`src/rtl/led_chaser_pkg.sv`:
```
// ============================================================================
//  Module      : led_chaser_pkg
//  Description : Shared mode/direction types for the LED chaser.
//  Revision    : 1.0 - initial release
// ============================================================================
`default_nettype none

package led_chaser_pkg;

  typedef enum logic [1:0] {
    MODE_FWD    = 2'd0,
    MODE_REV    = 2'd1,
    MODE_BOUNCE = 2'd2,
    MODE_FILL   = 2'd3
  } mode_t;

  typedef enum logic {
    DIR_UP   = 1'b0,
    DIR_DOWN = 1'b1
  } dir_t;

  // Synchronised switch bundle is {run, mode}
  localparam int SYNC_W = 3;

endpackage

`default_nettype wire

```
`src/rtl/sync_ff.sv`:
```
// ============================================================================
//  Module      : sync_ff
//  Description : Flop-chain synchroniser for asynchronous switch inputs.
//  Revision    : 1.0 - initial release
// ============================================================================
`default_nettype none

module sync_ff #(
  parameter int WIDTH  = 1,
  parameter int STAGES = 2
) (
  input  logic             clk,
  input  logic             rst,
  input  logic [WIDTH-1:0] d,
  output logic [WIDTH-1:0] q
);

  logic [STAGES-1:0][WIDTH-1:0] r_chain;

  always_ff @(posedge clk) begin
    if (rst) begin
      r_chain <= '0;
    end else begin
      r_chain <= {r_chain[STAGES-2:0], d};
    end
  end

  assign q = r_chain[STAGES-1];

endmodule

`default_nettype wire

```
`src/rtl/led_chaser.sv`:
```
// ============================================================================
//  Module      : led_chaser
//  Description : Programmable-rate LED chaser (forward/reverse/bounce/fill)
//                with run/pause. Optional trail LED when LED_CHASER_TRAIL_EN
//                is defined.
//  Revision    : 1.0 - initial release
// ============================================================================
`default_nettype none

module led_chaser
  import led_chaser_pkg::*;
#(
  parameter int NUM_LEDS    = 8,
  parameter int PERIOD      = 2**23,
  parameter int SYNC_STAGES = 2
) (
  input  logic                        clk,
  input  logic                        rst,
  input  logic [1:0]                  mode,
  input  logic                        run,
  output logic [NUM_LEDS-1:0]         led,
  output logic [$clog2(NUM_LEDS)-1:0] pos,
  output logic                        tick
);

  localparam int c_POS_W = $clog2(NUM_LEDS);
  localparam int c_CNT_W = (PERIOD > 2) ? $clog2(PERIOD) : 1;
  localparam logic [c_POS_W-1:0] c_POS_ONE  = c_POS_W'(1);
  localparam logic [c_POS_W-1:0] c_POS_LAST = c_POS_W'(NUM_LEDS - 1);
  localparam logic [c_CNT_W-1:0] c_CNT_ONE  = c_CNT_W'(1);
  localparam logic [c_CNT_W-1:0] c_CNT_MAX  = c_CNT_W'(PERIOD - 1);
  localparam logic [NUM_LEDS-1:0] c_LED_ONE = NUM_LEDS'(1);

  logic [SYNC_W-1:0]  w_sync_q;
  logic               w_run_s;
  mode_t              w_mode_s;
  logic               w_step;
  logic [c_CNT_W-1:0] r_cnt;
  logic [c_POS_W-1:0] r_pos;
  logic [c_POS_W-1:0] w_pos_nxt;
  dir_t               r_dir;
  dir_t               w_dir_nxt;
  logic               r_tick;
  logic [NUM_LEDS-1:0] w_led;

  sync_ff #(
    .WIDTH  (SYNC_W),
    .STAGES (SYNC_STAGES)
  ) u_sync (
    .clk (clk),
    .rst (rst),
    .d   ({run, mode}),
    .q   (w_sync_q)
  );

  assign w_run_s  = w_sync_q[2];
  assign w_mode_s = mode_t'(w_sync_q[1:0]);
  assign w_step   = w_run_s && (r_cnt == c_CNT_MAX);

  // Next position is evaluated only with the mode seen in the wrap cycle
  always_comb begin
    w_pos_nxt = r_pos;
    w_dir_nxt = r_dir;
    case (w_mode_s)
      MODE_REV: begin
        w_pos_nxt = (r_pos == '0) ? c_POS_LAST : r_pos - c_POS_ONE;
        w_dir_nxt = DIR_DOWN;
      end
      MODE_BOUNCE: begin
        if (r_dir == DIR_UP) begin
          if (r_pos == c_POS_LAST) begin
            w_pos_nxt = c_POS_LAST - c_POS_ONE;
            w_dir_nxt = DIR_DOWN;
          end else begin
            w_pos_nxt = r_pos + c_POS_ONE;
          end
        end else begin
          if (r_pos == '0) begin
            w_pos_nxt = c_POS_ONE;
            w_dir_nxt = DIR_UP;
          end else begin
            w_pos_nxt = r_pos - c_POS_ONE;
          end
        end
      end
      default: begin
        w_pos_nxt = (r_pos == c_POS_LAST) ? '0 : r_pos + c_POS_ONE;
        w_dir_nxt = DIR_UP;
      end
    endcase
  end

  always_ff @(posedge clk) begin
    if (rst) begin
      r_cnt  <= '0;
      r_pos  <= '0;
      r_dir  <= DIR_UP;
      r_tick <= 1'b0;
    end else begin
      r_tick <= w_step;
      if (w_run_s) begin
        r_cnt <= (r_cnt == c_CNT_MAX) ? '0 : r_cnt + c_CNT_ONE;
      end
      if (w_step) begin
        r_pos <= w_pos_nxt;
        r_dir <= w_dir_nxt;
      end
    end
  end

  always_comb begin
    w_led = '0;
    if (w_mode_s == MODE_FILL) begin
      for (int i = 0; i < NUM_LEDS; i++) begin
        w_led[i] = (i <= int'(r_pos));
      end
    end else begin
      w_led = c_LED_ONE << r_pos;
    end
  end

`ifdef LED_CHASER_TRAIL_EN
  logic [c_POS_W-1:0] r_prev;
  logic [1:0]         r_pwm;

  always_ff @(posedge clk) begin
    if (rst) begin
      r_prev <= '0;
      r_pwm  <= 2'd0;
    end else begin
      r_pwm <= r_pwm + 2'd1;
      if (w_step) begin
        r_prev <= r_pos;
      end
    end
  end

  // Dim trail: previous position lit one cycle in four, one-hot modes only
  assign led = w_led | (((r_pwm == 2'd0) && (r_prev != r_pos) && (w_mode_s != MODE_FILL))
                        ? (c_LED_ONE << r_prev) : '0);
`else
  assign led = w_led;
`endif

  assign pos  = r_pos;
  assign tick = r_tick;

endmodule

`default_nettype wire

```
`config.mk`:
```
export PLATFORM = sky130hd
export DESIGN_NAME = led_chaser
export DESIGN_NICKNAME = d
export VERILOG_FILES = /design/src/rtl/led_chaser_pkg.sv /design/src/rtl/sync_ff.sv /design/src/rtl/led_chaser.sv
export SDC_FILE = /design/constraint.sdc
export NUM_CORES = 1
export LEC_CHECK = 0
export ABC_CLOCK_PERIOD_IN_PS = 2300
export BUFFER_PORTS_ARGS = -buffer_cell sky130_fd_sc_hd__clkbuf_2
export CAP_MARGIN = 20
export CORE_UTILIZATION = 58
export CTS_CLUSTER_SIZE = 40
export DETAILED_ROUTE_END_ITERATION = 16
export PLACE_DENSITY = 0.85
export SYNTH_ARGS = -nofsm -noshare
export SYNTH_HDL_FRONTEND = slang
export SYNTH_SLANG_ARGS = --single-unit
```
`constraint.sdc`:
```
create_clock -name clk -period 2.3 [get_ports clk]
set_input_delay 0.46 -clock clk [delete_from_list [all_inputs] [get_ports clk]]
set_output_delay 0.46 -clock clk [all_outputs]
set_load 0.01 [all_outputs]
```
==> results.md, run 1 <==
* Max-slew violations at 0
* Post-synthesis xor/xnor area fraction at 4.72%
* Clk slew on worst S/H paths at 110 ps
* Initial antenna violation count at 0
* Period utilization at a little over 90%
* Top-level port count at 17
* Synthesized area per cell at 8.51 um^2
* Row Count at 20
* NetSw at around 210 uW
* Mux share of post-synthesis cell area at less than 1%
* First-pass GRT wire length at just under 6 mm
* Clock power frac at 34.6%
* Crit path depth at 5
* Starting Density at 60.7%
* Skew final at 16.6 ps
* DRT antenna net count at 0
* Slowest CP cell: dfxtp_1
* Sequential area share after synthesis at 36.7%
* Largest net degree at the start of global routing at 21
* Synth Area in Adders at 9.45%
* Top Family by Delay on Critical Path: flip-flops
* Post-CTS Setup Bufs at 0
* Most used cell, CP: nand2b_1
* Post-synth EDFFs at 0
* GRT Total Usage at between 20% and 30%
* PostCTS Resize Cnt at 0
* Synth Area in Compound Gates at 17.1%
* Dpl ws at 225 ps
* Fmax at 473 MHz
* Pwr dens at around 480 mW/mm^2
* CP Max Fanout at 10
* Final Power at 968 uW
* Worst Max-Slew Pin Slew at 522 ps
* Simple-Gate Fraction of Synth Area at about a quarter
* Synthesized net count at 237
* Placed cells at 273
* # DRC at 0
* Hold Violations, Final at 0
* Aggregate global routing overflow at 0
* Hold Crit Class: input port to flip-flop
* NumNets Final at 255
* Port buffer count at 16
* Pleak at ~0.00074 uW
* Unrepaired setup endpoints after global routing: no
* Ant. Diodes at 0
* Detailed Routing Iterations Pass 1 at 4
* Relative slew slack at 65.2%
* Clock Tree Root: clkbuf_4
* Drt wl/cell at 12.0 um
* Routed WL at 3.36 mm
* Synthesized area at 0.00185 mm^2
* DR iter-0 viols at 57
* Critical Path AT at about 1700 ps
* DP HPWL at 2.41 mm
* # setup viols final at 0
* Final worst path period need at 2110 ps
* Post-layout util at between 60% and 70%
* Flop pwr share at 61.8%
* Worst r2r path cells at 5
* Vias per cell at 5.53
* Largest family of logic cells by synthesized area: simple AND/OR/NAND/NOR gates
* Status: complete, no violations
* CTS buffer count at 5
* Clock buffer depth at 2
* Final WS setup at about 190 ps
* Layout fillers at 278
* CTS tree: yes
* Fin Setup TNS at 0 ps
* H-tree depth at 2
* Int Pwr at ~760 uW
* Worst Setup Start Kind: flip-flop
* Cts hold-fix bufs at 0
* Finished Layout Cells at 281
* CP bufs+invs at 2
* Maximum vdd drop at 0.461 mV
* MaxCap Viol Count at 0
* Core Region at 0.00305 mm^2
* Die height at 58.5 um
* Vias in the first global route at ~1.4k
* Distinct cells, synth at 42
* Worst path required time at 1840 ps
* Share of cells above drive strength 1 at 13.9%
* Detailed-route via count at 1,554
* Worst Setup End Kind: primary output
* Area Growth Syn to Fin at 8.84%
* Die area at 0.00343 mm^2
* Cell Chain, Critical Path: inv_1 -> ha_1 -> nand2b_1 -> nand2b_1 -> clkbuf_2
* Post-Syn Instances at 218
* Yosys warning count at 0
* Asr flop ratio synth at 0%
* Clk sink count at 34
* Gate power share at about 3.6%
* Worst hold stages at 2
* Slowest cell delay on critical path at 530 ps
* Clock latency on the worst-skew pair at 340 ps
* Critical path class: flip-flop to primary output
* FF+latch count, synth at 34
* RD Place Congestion at just under 0.9
* Synth Flop Type: dfxtp_1
* Die W at 58.5 um
* Switching share of total power at 21.9%
==> metrics by stage <==
step	instance area, um^2	hold slack [ps]
finish	2020	342
global route	2020	334
detailed placement	1960	426
floorplan	1850	414
global placement	1960	416
CTS	2020	334
==> synth_stat cells (4+ instances only) <==
| cell | instances | area, um^2 |
|---|---|---|
| or3_1 | 5 | 31.3 |
| nand2_1 | 11 | 41.3 |
| o21ai_0 | 16 | 80.1 |
| inv_1 | 15 | 56.3 |
| a21oi_1 | 22 | 110 |
| dfxtp_1 | 34 | 681 |
| nand4_1 | 6 | 37.5 |
| nor2b_1 | 9 | 56.3 |
| or4_1 | 5 | 37.5 |
| o31ai_1 | 4 | 30.0 |
| clkbuf_1 | 4 | 15.0 |
| xor2_1 | 5 | 43.8 |
| nor3_1 | 4 | 20.0 |
| nand2b_1 | 7 | 43.8 |
| ha_1 | 14 | 175 |
| nand3_1 | 5 | 25.0 |
| xnor2_1 | 5 | 43.8 |
| nor2_1 | 14 | 52.6 |
==> power by group through the flow <==
stage	Clock, uW	Sequential, uW	Combinational, uW
finish	335	598	34.8
detailed placement	0	612	34.5
CTS	343	598	34.9
global route	372	599	39.1
floorplan	0	611	28.2
global placement	0	611	33.8
==> worst paths after layout <==
kind / from / slack (ps) / to
worst max-delay path: pos[0] / 190 / led[0]
worst min-delay path: mode[1] / 340 / u_sync.r_chain[1]
worst max register to register: r_cnt[0] / 230 / r_cnt[14]
worst min register to register: u_sync.r_chain[0] / 440 / u_sync.q[0]
==> flip-flops by register name, indices dropped and copies added, names as in the netlist <==
| register | cells |
|---|---|
| r_cnt | 23 |
| tick | 1 |
| r_dir | 1 |
| u_sync.r_chain | 3 |
| pos | 3 |
| u_sync.q | 3 |
==> metal layers <==
layer / vias to the layer above / part of all wire, % / global-route usage (%)
li1: 812 / - / -
met1: 701 / 48 / 26.4
met2: 36 / 46 / 39.1
met3: 5 / 4.5 / 6.59
met4: 0 / 1.3 / 7.14
met5: - / 0 / 0
==> area by class of cell <==
class	instances	area, um^2	share of cell area, %
multi-input combinational	161	1060	52.7
clock inverter	1	5.00	0.248
sequential	34	681	33.7
tap	44	55.1	2.73
inverter	15	56.3	2.79
clock buffer	7	55.1	2.73
timing repair buffer	19	103	5.08
==> logic make-up after synthesis <==
kind of cell | count (synthesis)
simple gates | 81
fa+ha+maj | 14
mux | 1
flops | 34
xor+xnor | 10
compound gates | 55
buf+inv | 23
==> cells in the final DEF, fill, tap and decap left out, types with 3 or more instances in the layout <==
master,instances
a21oi_1,22
a31oi_1,3
buf_4,3
clkbuf_2,16
clkbuf_4,5
dfxtp_1,34
ha_1,14
inv_1,15
nand2_1,11
nand2b_1,7
nand3_1,5
nand4_1,6
nor2_1,14
nor2b_1,9
nor3_1,4
o21ai_0,16
o31ai_1,4
or3_1,5
or3_2,3
or4_1,5
xnor2_1,5
xor2_1,5
Note: power is estimated with default switching activity, not from simulation.
==> inputs of run 2 (changes only) <==
- ABC_CLOCK_PERIOD_IN_PS: 2300 -> 2400
- clock period: 2.3 -> 2.4 ns (I/O delays scaled with it)
==> run 2 against run 1 <==
  * Power shrank 6.2%
  * Core utilization shrank 0.53 points
  * First-iteration DRC count grew 21%
  * Via count grew 1.9%
  * Clock skew shrank 4.3 ps
  * Clock power shrank 9.9%
  * Sequential share of layout area grew 0.27 points
  * Clock-buffer cell count shrank 1
  * Non-clock buffer count shrank 1
  * Critical endpoint unchanged
  * Largest cell class unchanged
  * Largest power group unchanged
==> results.md, run 2 (synthesis results as in run 1) <==
* CP Max Fanout at 10 (unchanged)
* DRT antenna net count at 0 (unchanged)
* Routed WL at 3.48 mm (+3.4%)
* Register Area at 681 um^2 (unchanged)
* RD Place Congestion at 0.910 (+3.0%)
* Initial antenna violation count at 0 (unchanged)
* Clock buffer depth at 2 (unchanged)
* Post-layout util at 65.6% (-0.53 points)
* Port buffer count at 16 (unchanged)
* Int Pwr at 714 uW (-5.5%)
* Hold_ws at 353 ps (+11.6 ps)
* Vias per cell at 5.70 (+3.0%)
* Layout fillers at 270 (-2.9%)
* Clk slew on worst S/H paths at 90 ps (-20 ps)
* Pleak at 0.000725 uW (-1.4%)
* Critical Path AT at 1670 ps (+20 ps)
* Most frequent cells in the layout: 34 x dfxtp_1, 22 x a21oi_1, 16 x o21ai_0, 16 x clkbuf_2, 15 x inv_1
* Worst Setup Start Kind: flip-flop
* Maximum vdd drop at 0.448 mV (-2.8%)
* Worst path required time at 1920 ps (+80 ps)
* Top-level port count at 17 (unchanged)
* Core Region at 0.00305 mm^2 (unchanged)
* GRT Total Usage at 22.9% (+0.49 points)
* Row Count at 20 (unchanged)
* H-tree depth at 2 (unchanged)
* Drt wl/cell at 12.5 um (+4.5%)
* Worst Max-Slew Pin Slew at 485 ps (-36.9 ps)
* R2R Setup Slk at 320 ps (+90 ps)
* Footprint of the multi-input gates at 0.00106 mm^2 (unchanged)
* CP startpoint: pos[0]
* Grt met2 use at 39.2% (+0.16 points)
* Most common cell after layout, fill and taps aside: dfxtp_1
* Vias in the first global route at 1,391 (-1.3%)
* Largest register by flop count: r_cnt
* Finished Layout Cells at 278 (-1.1%)
* Critical path class: flip-flop to primary output
* First-pass GRT wire length at 6.02 mm (+1.9%)
* Fmax at 466 MHz
* Skew final at 12.3 ps (-4.30 ps)
* CTS tree: yes
* Period utilization at 89.4%
* PostCTS Resize Cnt at 0 (unchanged)
* Starting Density at 60.7% (unchanged)
* Final worst path period need at ~2100 ps
* Clock Tree Root: clkbuf_4
* Fin Setup TNS at 0 ps (unchanged)
* DR iter-0 viols at 69 (+21%)
* CTS buffer count at 5 (unchanged)
* FF-to-FF Start: r_cnt[0]
* DP HPWL at 2.48 mm (+2.7%)
* Flop pwr share at 63.1% (+1.3 points)
* Area Growth Syn to Fin at 7.96%
* Final WS setup at 255 ps (+67.4 ps)
* Die area at 0.00343 mm^2 (unchanged)
* Aggregate global routing overflow at 0 (unchanged)
* Largest net degree at the start of global routing at 21 (unchanged)
* Relative slew slack at 67.7% (+2.5 points)
* Die W at 58.5 um (unchanged)
* Worst Setup End Kind: primary output
* # DRC at 0 (unchanged)
* Max-slew violations at 0 (unchanged)
* Cts hold-fix bufs at 0 (unchanged)
* Status: complete, no violations
* Clock latency on the worst-skew pair at 330 ps (about the same)
* # setup viols final at 0 (unchanged)
* Placed cells at 272 (-0.37%)
* Dpl ws at 329 ps (+104 ps)
* Ant. Diodes at 0 (unchanged)
* Hold Crit Class: input port to flip-flop
* Pwr dens at 454 mW/mm^2 (-5.4%)
* Worst Setup EP: led[0]
* Die height at 58.5 um (unchanged)
* R2R Path End: r_cnt[14]
* Share of cells above drive strength 1 at 13.2% (-0.68 points)
* Post-CTS Setup Bufs at 0 (unchanged)
* Clock power frac at 33.3% (-1.3 points)
* Gate power share at 3.6% (about the same)
* GRT met3 Usage at 5.93% (-0.66 points)
* Clk sink count at 34 (unchanged)
* GRT met1 Usage at 27.7% (+1.3 points)
* NumNets Final at 254 (-0.39%)
* Detailed-route via count at 1,584 (+1.9%)
* MaxCap Viol Count at 0 (unchanged)
* Switching share of total power at 21.3% (-0.57 points)
* NetSw at 193 uW (-8.7%)
* Hold Violations, Final at 0 (unchanged)
* Worst r2r path cells at 5 (unchanged)
* Unrepaired setup endpoints after global routing: no
* GRT busiest layer: met2
* Max FFs per register at 23 (unchanged)
* Detailed Routing Iterations Pass 1 at 4 (unchanged)
[run 2: area by class of cell]
cell class	instances	area share (%)
clock buffers	6	2.56
inverters	15	2.81
flip-flops and latches	34	34.0
well taps	44	2.75
multi-input cells	161	53.1
repair buffers	18	4.75
[run 2: power groups by stage]
stage               Combinational (uW)  Clock (uW)  Sequential, uW
floorplan                         27.1           0             585
global placement                  32.3           0             586
detailed placement                33.0           0             586
CTS                               33.2         309             573
global route                      36.6         339             574
finish                            32.6         302             573
[run 2: worst min-delay path by stage]
stage | startpoint | end | slack, ps | depth (start not counted)
CTS | mode[0] | u_sync.r_chain[0] | 350 | 2
floorplan | u_sync.r_chain[0] | u_sync.q[0] | 410 | 1
global route | mode[0] | u_sync.r_chain[0] | 360 | 2
detailed placement | u_sync.r_chain[1] | u_sync.q[1] | 420 | 1
global placement | u_sync.r_chain[0] | u_sync.q[0] | 420 | 1
finish | mode[0] | u_sync.r_chain[0] | 350 | 2
[run 2: per-layer routing]
metal  share of wire [%]  up-vias
met4                 1.4        0
met5                   0        -
met2                  48       27
met3                 3.2        7
li1                    -      808
met1                  47      742
[run 2: metrics by stage]
stage	instance area [um^2]	power, uW
final	2000	908
after global placement	1950	618
after CTS	2000	916
after global routing	2000	950
after detailed placement	1950	619
after floorplan	1850	612
[run 2: worst max-delay path, stage by stage, from the launching register on]
cell and delay (ps):
dfxtp_1 540, inv_1 140, ha_1 300, nand2b_1 160, nand2b_1 70, clkbuf_2 120
==> inputs of run 3 (changes only) <==
- CORE_ASPECT_RATIO: default -> 0.75
- REMOVE_ABC_BUFFERS: default -> 1
==> run 3 against run 2 <==
  * Design area increased by 1.2%
  * Global-route usage increased by 2.0 points
  * Critical endpoint is now r_cnt[14]
  * Clock-buffer cell count unchanged
  * Register-to-register slack got worse by 40 ps
  * Combinational power about the same
  * Die area about the same
  * Fmax increased by 1.3%
  * Cell count decreased by 2.2%
  * Largest cell class unchanged
  * Clock power increased by 36%
  * Setup slack improved by 28 ps
==> results.md, run 3 (synthesis results as in run 1) <==
* Pwr dens at 502 mW/mm^2 (+11%)
* Starting Density at 61.8% (+1.1 points)
* DRT antenna net count at 0 (unchanged)
* Period utilization at 88.2% (-1.2 points)
* Clock Tree Root: clkbuf_8
* Core Region at 0.00300 mm^2 (-1.8%)
* Switching share of total power at 21.0% (-0.36 points)
* Detailed Routing Iterations Pass 1 at 4 (unchanged)
* GRT Total Usage at 24.9% (+2.0 points)
* Post-CTS Setup Bufs at 0 (unchanged)
* Max-slew violations at 0 (unchanged)
* Final Power at 1020 uW (+12%)
* Worst Setup Start Kind: flip-flop
* Share of cells above drive strength 1 at 13.2% (unchanged)
* H-tree depth at 2 (unchanged)
* Die height at 51.0 um (-13%)
* Die W at 67.3 um (+15%)
* Gate power share at 3.2% (-0.4 points)
* Top Family by Delay on Critical Path: simple AND/OR/NAND/NOR gates
* Max FFs per register at 23 (unchanged)
* Cts hold-fix bufs at 0 (unchanged)
* Skew final at 2.45 ps (-9.83 ps)
* PostCTS Resize Cnt at 0 (unchanged)
* Slowest cell delay on critical path at 670 ps (+130 ps)
* First-pass GRT wire length at 6.23 mm (+3.4%)
* CTS tree: yes
* Unrepaired setup endpoints after global routing: no
* Die area at 0.00343 mm^2 (about the same)
* Clock power frac at 40.3% (+7.0 points)
* NetSw at 213 uW (+10%)
* Post-layout util at 67.5% (+2.0 points)
* Worst path required time at 2620 ps (+700 ps)
* Ant. Diodes at 0 (unchanged)
* # DRC at 0 (unchanged)
* Most frequent cells in the layout: 34 x dfxtp_1, 22 x a21oi_1, 16 x o21ai_0, 16 x clkbuf_2, 15 x inv_1
* Most common cell after layout, fill and taps aside: dfxtp_1
* Row Count at 17 (-15%)
* Int Pwr at 804 uW (+13%)
* DR iter-0 viols at 58 (-16%)
* Status: complete, no violations
* Vias per cell at 5.80 (+1.8%)
* Critical path class: flip-flop to flip-flop
* Vias in the first global route at 1,446 (+4.0%)
* Largest register by flop count: r_cnt
* Area Growth Syn to Fin at 9.24%
* Largest net degree at the start of global routing at 21 (unchanged)
* Slowest CP cell: or4_4
* Clk sink count at 34 (unchanged)
* Worst Max-Slew Pin Slew at 481 ps (-4.48 ps)
* CP Max Fanout at 14 (+4)
* RD Place Congestion at 0.936 (+2.9%)
* Clock buffer depth at 2 (unchanged)
* Detailed-route via count at 1,578 (-0.38%)
* Relative slew slack at 68.0% (+0.30 points)
* Final worst path period need at 2120 ps (-27.7 ps)
* DP HPWL at 2.51 mm (+1.4%)
* CTS buffer count at 5 (unchanged)
* NumNets Final at 254 (unchanged)
* Fin Setup TNS at 0 ps (unchanged)
* Routed WL at 3.52 mm (+1.1%)
* Drt wl/cell at 12.9 um (+3.4%)
* Port buffer count at 16 (unchanged)
* Top-level port count at 17 (unchanged)
* Clock latency on the worst-skew pair at 290 ps (-40 ps)
* Critical Path AT at 2330 ps (+660 ps)
* Initial antenna violation count at 0 (unchanged)
* Pleak at 0.000738 uW (+1.8%)
* Clk slew on worst S/H paths at 60 ps (-30 ps)
* # setup viols final at 0 (unchanged)
* Aggregate global routing overflow at 0 (unchanged)
* Maximum vdd drop at 0.455 mV (+1.6%)
* CP bufs+invs at 0 (-2)
* MaxCap Viol Count at 0 (unchanged)
* Fmax at 472 MHz (+1.3%)
* Hold Crit Class: input port to flip-flop
* Hold Violations, Final at 0 (unchanged)
* Flop pwr share at 56.4% (-6.7 points)
* Cell Chain, Critical Path: ha_1 -> nand4_2 -> or4_4 -> or3_2 -> a21oi_1
* Worst Setup End Kind: flip-flop
==> run 3: cell counts in the layout (fill, tap and decap cells not counted) <==
No cell type changed its count.
==> run 3: per-layer routing <==
metal / track usage [%] / vias up / part of all wire, %
met1: 32.0 / 735 / 51
met4: 12.1 / 0 / 2.1
li1: - / 809 / -
met3: 7.81 / 7 / 3.9
met5: 0 / - / 0
met2: 37.3 / 27 / 43
==> run 3: path summary, 6_finish.rpt <==
path | start | endpoint | slack (ps) | depth (start not counted)
worst max register to register | r_cnt[0] | r_cnt[14] | 280 | 5
worst min register to register | u_sync.r_chain[1] | u_sync.q[1] | 440 | 1
worst min-delay path | run | u_sync.r_chain[2] | 400 | 2
worst max-delay path | r_cnt[0] | r_cnt[14] | 280 | 5
==> run 3: area by class of cell <==
| class | instances | area, um^2 |
|---|---|---|
| Fill cell | 258 | 973 |
| Timing Repair Buffer | 18 | 95.1 |
| Multi-Input combinational cell | 161 | 1060 |
| Inverter | 15 | 56.3 |
| Tap cell | 38 | 47.5 |
| Sequential cell | 34 | 681 |
| Clock buffer | 6 | 82.6 |
==> run 3: power groups by stage <==
stage	clock network [uW]	logic [uW]	registers, uW
floorplan	0	20.3	585
global placement	0	32.1	586
detailed placement	0	32.7	586
CTS	420	32.8	574
global route	444	37.5	574
finish	410	32.9	574
==> run 3: stage by stage <==
| stage | cell area, um^2 | setup WS, ps | hold slack, ps | instances |
|---|---|---|---|---|
| after floorplan | 1800 | 471 | 414 | 210 |
| after global placement | 1940 | 385 | 418 | 266 |
| after detailed placement | 1940 | 312 | 428 | 266 |
| after CTS | 2030 | 303 | 399 | 272 |
| after global routing | 2030 | 152 | 397 | 272 |
| final | 2030 | 282 | 400 | 272 |
